### config.mk
export PLATFORM = sky130hd
export DESIGN_NAME = pipe_ctrl
export DESIGN_NICKNAME = d
export VERILOG_FILES = /design/src/rtl/pipe_ctrl.sv
export SDC_FILE = /design/constraint.sdc
export NUM_CORES = 1
export LEC_CHECK = 0
export BUFFER_PORTS_ARGS = -buffer_cell sky130_fd_sc_hd__buf_2
export CAP_MARGIN = 20
export CORE_UTILIZATION = 42
export CTS_BUF_LIST = sky130_fd_sc_hd__clkbuf_8
export DETAILED_ROUTE_END_ITERATION = 10
export PLACE_DENSITY = 0.77
export SLEW_MARGIN = 15
export SYNTH_ARGS = -nofsm -noshare
export SYNTH_HDL_FRONTEND = slang
export SYNTH_SLANG_ARGS = --single-unit
export TNS_END_PERCENT = 5
### constraint.sdc
create_clock -name clk -period 1.6 [get_ports clk]
set_input_delay 0.16 -clock clk [delete_from_list [all_inputs] [get_ports clk]]
set_output_delay 0.16 -clock clk [all_outputs]
set_load 0.05 [all_outputs]
### src/rtl/pipe_ctrl.sv
// pipe_ctrl: pipelined RV32I control unit carrying the control word from Decode through Writeback
module pipe_ctrl #(
  parameter bit EXT_BRANCH = 1'b1,
  parameter bit EXT_SHIFT = 1'b1
) (
  input  logic        clk,
  input  logic        rst_n,
  input  logic [31:0] instr_d,
  input  logic        stall,
  input  logic        zero_e,
  input  logic        lt_e,
  input  logic        ltu_e,
  output logic [2:0]  imm_src_d,
  output logic [3:0]  alu_ctrl_e,
  output logic        alu_src_e,
  output logic        alu_a_pc_e,
  output logic        jalr_e,
  output logic        pc_src_e,
  output logic        flush_d,
  output logic        illegal_e,
  output logic        result_src_e,
  output logic        mem_write_m,
  output logic [2:0]  funct3_m,
  output logic        reg_write_m,
  output logic        reg_write_w,
  output logic [1:0]  result_src_w
);
  typedef struct packed {
    logic       reg_write;
    logic [1:0] result_src;
    logic       mem_write;
    logic       branch;
    logic       jump;
    logic       jalr;
    logic [3:0] alu_ctrl;
    logic       alu_src;
    logic       alu_a_pc;
    logic [2:0] funct3;
    logic       illegal;
  } ctrl_t;

  localparam ctrl_t ILL_WORD = '{illegal: 1'b1, default: '0};

  logic [6:0] op;
  logic [2:0] f3;
  logic       f7b5;
  logic       f7_ok;
  logic       shift;
  logic       ill;
  logic       cond;
  logic [1:0] result_src_m;
  logic       unused_bits;
  ctrl_t      dec;
  ctrl_t      nxt;
  ctrl_t      ex;

  function automatic logic [3:0] alu_op(input logic [2:0] f, input logic alt);
    return f == 3'd0 ? {3'd0, alt} : f == 3'd1 ? 4'd7 : f == 3'd2 ? 4'd5 : f == 3'd3 ? 4'd6 :
           f == 3'd4 ? 4'd4 : f == 3'd5 ? (alt ? 4'd9 : 4'd8) : f == 3'd6 ? 4'd3 : 4'd2;
  endfunction

  assign op = instr_d[6:0];
  assign f3 = instr_d[14:12];
  assign f7b5 = instr_d[30];
  assign f7_ok = instr_d[31:25] == 7'h00 || instr_d[31:25] == 7'h20;
  assign shift = f3[1:0] == 2'b01;
  assign unused_bits = ^{instr_d[24:15], instr_d[11:7]};

  // decode the instruction in Decode into a control word and immediate type
  always_comb begin
    dec = '0;
    dec.funct3 = f3;
    imm_src_d = 3'b000;
    ill = 1'b0;
    case (op)
      7'b0110011: begin
        dec.reg_write = 1'b1;
        dec.alu_ctrl = alu_op(f3, f7b5);
        ill = !f7_ok || (shift && !EXT_SHIFT);
      end
      7'b0010011: begin
        dec.reg_write = 1'b1;
        dec.alu_src = 1'b1;
        dec.alu_ctrl = alu_op(f3, f3 == 3'b101 && f7b5);
        ill = shift && !EXT_SHIFT;
      end
      7'b0000011: begin
        dec.reg_write = 1'b1;
        dec.alu_src = 1'b1;
        dec.result_src = 2'b01;
      end
      7'b0100011: begin
        dec.mem_write = 1'b1;
        dec.alu_src = 1'b1;
        imm_src_d = 3'b001;
      end
      7'b1100011: begin
        dec.branch = 1'b1;
        dec.alu_ctrl = 4'd1;
        imm_src_d = 3'b010;
        ill = f3[2:1] == 2'b01 || (f3[2] && !EXT_BRANCH);
      end
      7'b1101111: begin
        dec.reg_write = 1'b1;
        dec.jump = 1'b1;
        dec.alu_src = 1'b1;
        dec.alu_a_pc = 1'b1;
        dec.result_src = 2'b10;
        imm_src_d = 3'b100;
      end
      7'b1100111: begin
        dec.reg_write = 1'b1;
        dec.jump = 1'b1;
        dec.jalr = 1'b1;
        dec.alu_src = 1'b1;
        dec.result_src = 2'b10;
      end
      7'b0110111: begin
        dec.reg_write = 1'b1;
        dec.alu_src = 1'b1;
        dec.alu_ctrl = 4'd15;
        imm_src_d = 3'b011;
      end
      7'b0010111: begin
        dec.reg_write = 1'b1;
        dec.alu_src = 1'b1;
        dec.alu_a_pc = 1'b1;
        imm_src_d = 3'b011;
      end
      default: ill = 1'b1;
    endcase
  end

  // next ID/EX word: a wrong-path flush or stall injects a plain bubble, illegal decodes a flagged bubble
  always_comb begin
    nxt = (flush_d || stall) ? '0 : ill ? ILL_WORD : dec;
  end

  assign cond = ex.funct3[2:1] == 2'b01 ? 1'b0 :
                ((ex.funct3[2] ? (ex.funct3[1] ? ltu_e : lt_e) : zero_e) ^ ex.funct3[0]);
  assign pc_src_e = ex.jump | (ex.branch & cond);
  assign flush_d = pc_src_e;
  assign alu_ctrl_e = ex.alu_ctrl;
  assign alu_src_e = ex.alu_src;
  assign alu_a_pc_e = ex.alu_a_pc;
  assign jalr_e = ex.jalr;
  assign illegal_e = ex.illegal;
  assign result_src_e = ex.result_src[0];

  // pipeline registers; EX/MEM and MEM/WB advance every cycle
  always_ff @(posedge clk or negedge rst_n) begin
    if (!rst_n) begin
      ex <= '0;
      reg_write_m <= 1'b0;
      result_src_m <= 2'b00;
      mem_write_m <= 1'b0;
      funct3_m <= 3'b000;
      reg_write_w <= 1'b0;
      result_src_w <= 2'b00;
    end else begin
      ex <= nxt;
      reg_write_m <= ex.reg_write;
      result_src_m <= ex.result_src;
      mem_write_m <= ex.mem_write;
      funct3_m <= ex.funct3;
      reg_write_w <= reg_write_m;
      result_src_w <= result_src_m;
    end
  end
endmodule

==> run metrics <==
initial core utilization=0.4440; Max Cap Viol=0; Area Growth Syn to Fin=31.81%; asr flop ratio synth=1.000; I/O pins=60; Unique masters post-synth=38; die width=around 56 um; die height=about 56 um; setup TNS=0 ps; Final Net Count=201; #FFs+latches synth=27; Iteration-0 DRC Markers=26; top-count cell post-synth=dfrtp_1; Worst Tran Pin Value=562.3 ps; Placement Rows=19; first-pass GRT wire length=around 4.2 mm; status=finished, final reports clean; Hold Fails Final Rpt=0; Area contributors post-synth=dfrtp_1 55%, nor4_1 5.6%, a21oi_1 3.2%; worst-case clock buffer depth=2; Avg WL per Cell=approximately 14 um; yosys warns=0; EDFF count, synth=0; Finish-stage setup viols=0; slew margin rel.=0.6251; final period utilization=0.9846; Setup crit end kind=output port; post-synthesis area per instance=10.55 um2; post-layout min period=1575 ps; vias in the first global route=just under 1000; DIE AREA=3161 um2; max frequency=~630 MHz; r2r setup slk=about 30 ps; largest area contributor in the netlist=dfrtp_1; Primary FF master, synth=dfrtp_1; post-synthesis sequential area ratio=0.5471; drt first pass iters=4; Worst-Skew Late Latency=270 ps; n_diodes=0; setup ws final=~25 ps; HPWL Detailed=about 1.8 mm; clock root buffer=clkbuf_8; post-route DRC violation count=0; CTS Sinks=27; core box area=approximately 2800 um2; Worst Path Required=1440 ps; critical path startpoint category=flop; post-layout util=0.5852; Gate Count Post-Synth=~120; Slew Viols, Final=0; TritonCTS clock tree=yes; area of the multi-input gates=563.0 um2; GR Util All Layers=0.1685; Routed Antenna Nets=0; Overflow after GRT=0; Crit Path Category=reg2out; initial antenna violation count=0; CP arrival=around 1400 ps; Setup WS pre-CTS=about 30 ps; setup bufs post-CTS=0; Power Dens Cells=768.2 nW/um2; FF+latch area=around 680 um2; Leak=0.0007878 uW; clk_skew=approximately 10 ps; Synthesized Nets=155; Hold Crit Class=in2reg; Post-synth top cells=27 x dfrtp_1, 11 x nor4_1, 9 x nor2_1; CP max FO=3; largest net degree at the start of global routing=28; CTS Buf Count=3; post-synth top area share=0.5471; synthesized area=between 1000 and 1500 um2; routability cong.=between 0.8 and 0.9; Fillers=239; RSZ-0062 raised after global routing=yes; vias after detailed routing=roughly 1100; port bufs=44; final wirelength=roughly 2.7 mm; htree depth=1; layout cells sized above 1=0.4321; Vias/cell=between 5 and 6; Reg clk slew, reported paths=about 90 ps; worst vdd ir=0.0006686 V
layout make-up:
cell class / count / share of cell area
timing repair buffer: 51 / 0.1714
clock inverter: 1 / 0.004612
clock buffer: 3 / 0.02537
tap: 31 / 0.02383
sequential: 27 / 0.4151
multi-input combinational: 74 / 0.3459
inverter: 6 / 0.01384
critical path, cell delays in order (launching register included):
cell and delay [ps]:
dfrtp_1 410, mux2i_1 140, xor2_1 180, o21ai_1 140, buf_2 280
cell families (layout without fill, tap and decap cells):
family / count (synthesis) / in the layout / synth area share
flip-flops: 27 / 27 / 0.5471
AO/OA/AOI/OAI: 23 / 23 / 0.1368
buffers and inverters: 16 / 61 / 0.06484
AND/OR/NAND/NOR: 47 / 47 / 0.2219
multiplexers: 1 / 1 / 0.008106
XOR/XNOR: 3 / 3 / 0.02128
state kept, by name, summed over array words and instances (netlist names):
| name | cells |
|---|---|
| result_src_m | 2 |
| alu_src_e | 1 |
| alu_a_pc_e | 1 |
| illegal_e | 1 |
| reg_write_m | 1 |
| result_src_e | 1 |
| alu_ctrl_e | 4 |
| reg_write_w | 1 |
| funct3_m | 3 |
| result_src_w | 2 |
| ex | 8 |
| jalr_e | 1 |
| mem_write_m | 1 |
routing by layer:
metal,global-route usage,vias to the layer above,part of all wire
li1,-,511,-
met1,0.2120,494,0.43
met2,0.2823,51,0.49
met3,0.02791,8,0.059
met4,0.08014,0,0.021
met5,0,-,0
where the power goes:
group / leakage, uW / internal [uW] / switching [uW]
Combinational: 0.000392 / 61.2 / 118
Sequential: 0.000374 / 688 / 2.18
Clock: 0.0000217 / 176 / 204
Total: 0.000788 / 926 / 325
cell usage in the layout, fill, tap and decap left out, types with 2 or more instances in the layout:
cell type,netlist,layout
a21oi_1,8,8
a31oi_1,2,2
buf_2,1,44
buf_4,5,5
clkbuf_8,0,3
dfrtp_1,27,27
inv_1,6,6
nand2_1,7,7
nor2_1,9,9
nor3_1,6,6
nor4_2,0,9
o211ai_1,2,2
o21ai_0,3,2
xor2_1,2,2
path summary, 6_finish.rpt:
kind | start | end | depth (start not counted)
max in group asynchronous | rst_n | illegal_e | 2
setup / recovery | ex[2] | flush_d | 4
min in group asynchronous | rst_n | result_src_w[0] | 2
setup reg to reg | ex[2] | ex[16] | 5
hold reg to reg | ex[15] | result_src_m[1] | 0
hold / removal | instr_d[5] | result_src_e | 2
stage by stage:
| stage | instance area [um2] | power [uW] | hold slack [ps] | instances |
|---|---|---|---|---|
| 2_1_floorplan | 1241 | 794.2 | -135.6 | 117 |
| 3_3_place_gp | 1488 | 862.1 | 170.1 | 188 |
| 3_5_place_dp | 1488 | 868.4 | 180.3 | 188 |
| 4_1_cts | 1546 | 1244 | 172.9 | 193 |
| 5_1_grt | 1628 | 1311 | 158.6 | 193 |
| 6_report | 1628 | 1251 | 170.0 | 193 |
what timing repair did:
| action | in CTS | in global routing |
|---|---|---|
| endpoints found under the setup margin | 0 | 12 |
| hold buffers | 1 | 0 |
| endpoints found under the hold margin | 27 | 0 |
| gates resized for setup | 0 | 12 |
Power figures use the tool's default switching activity.
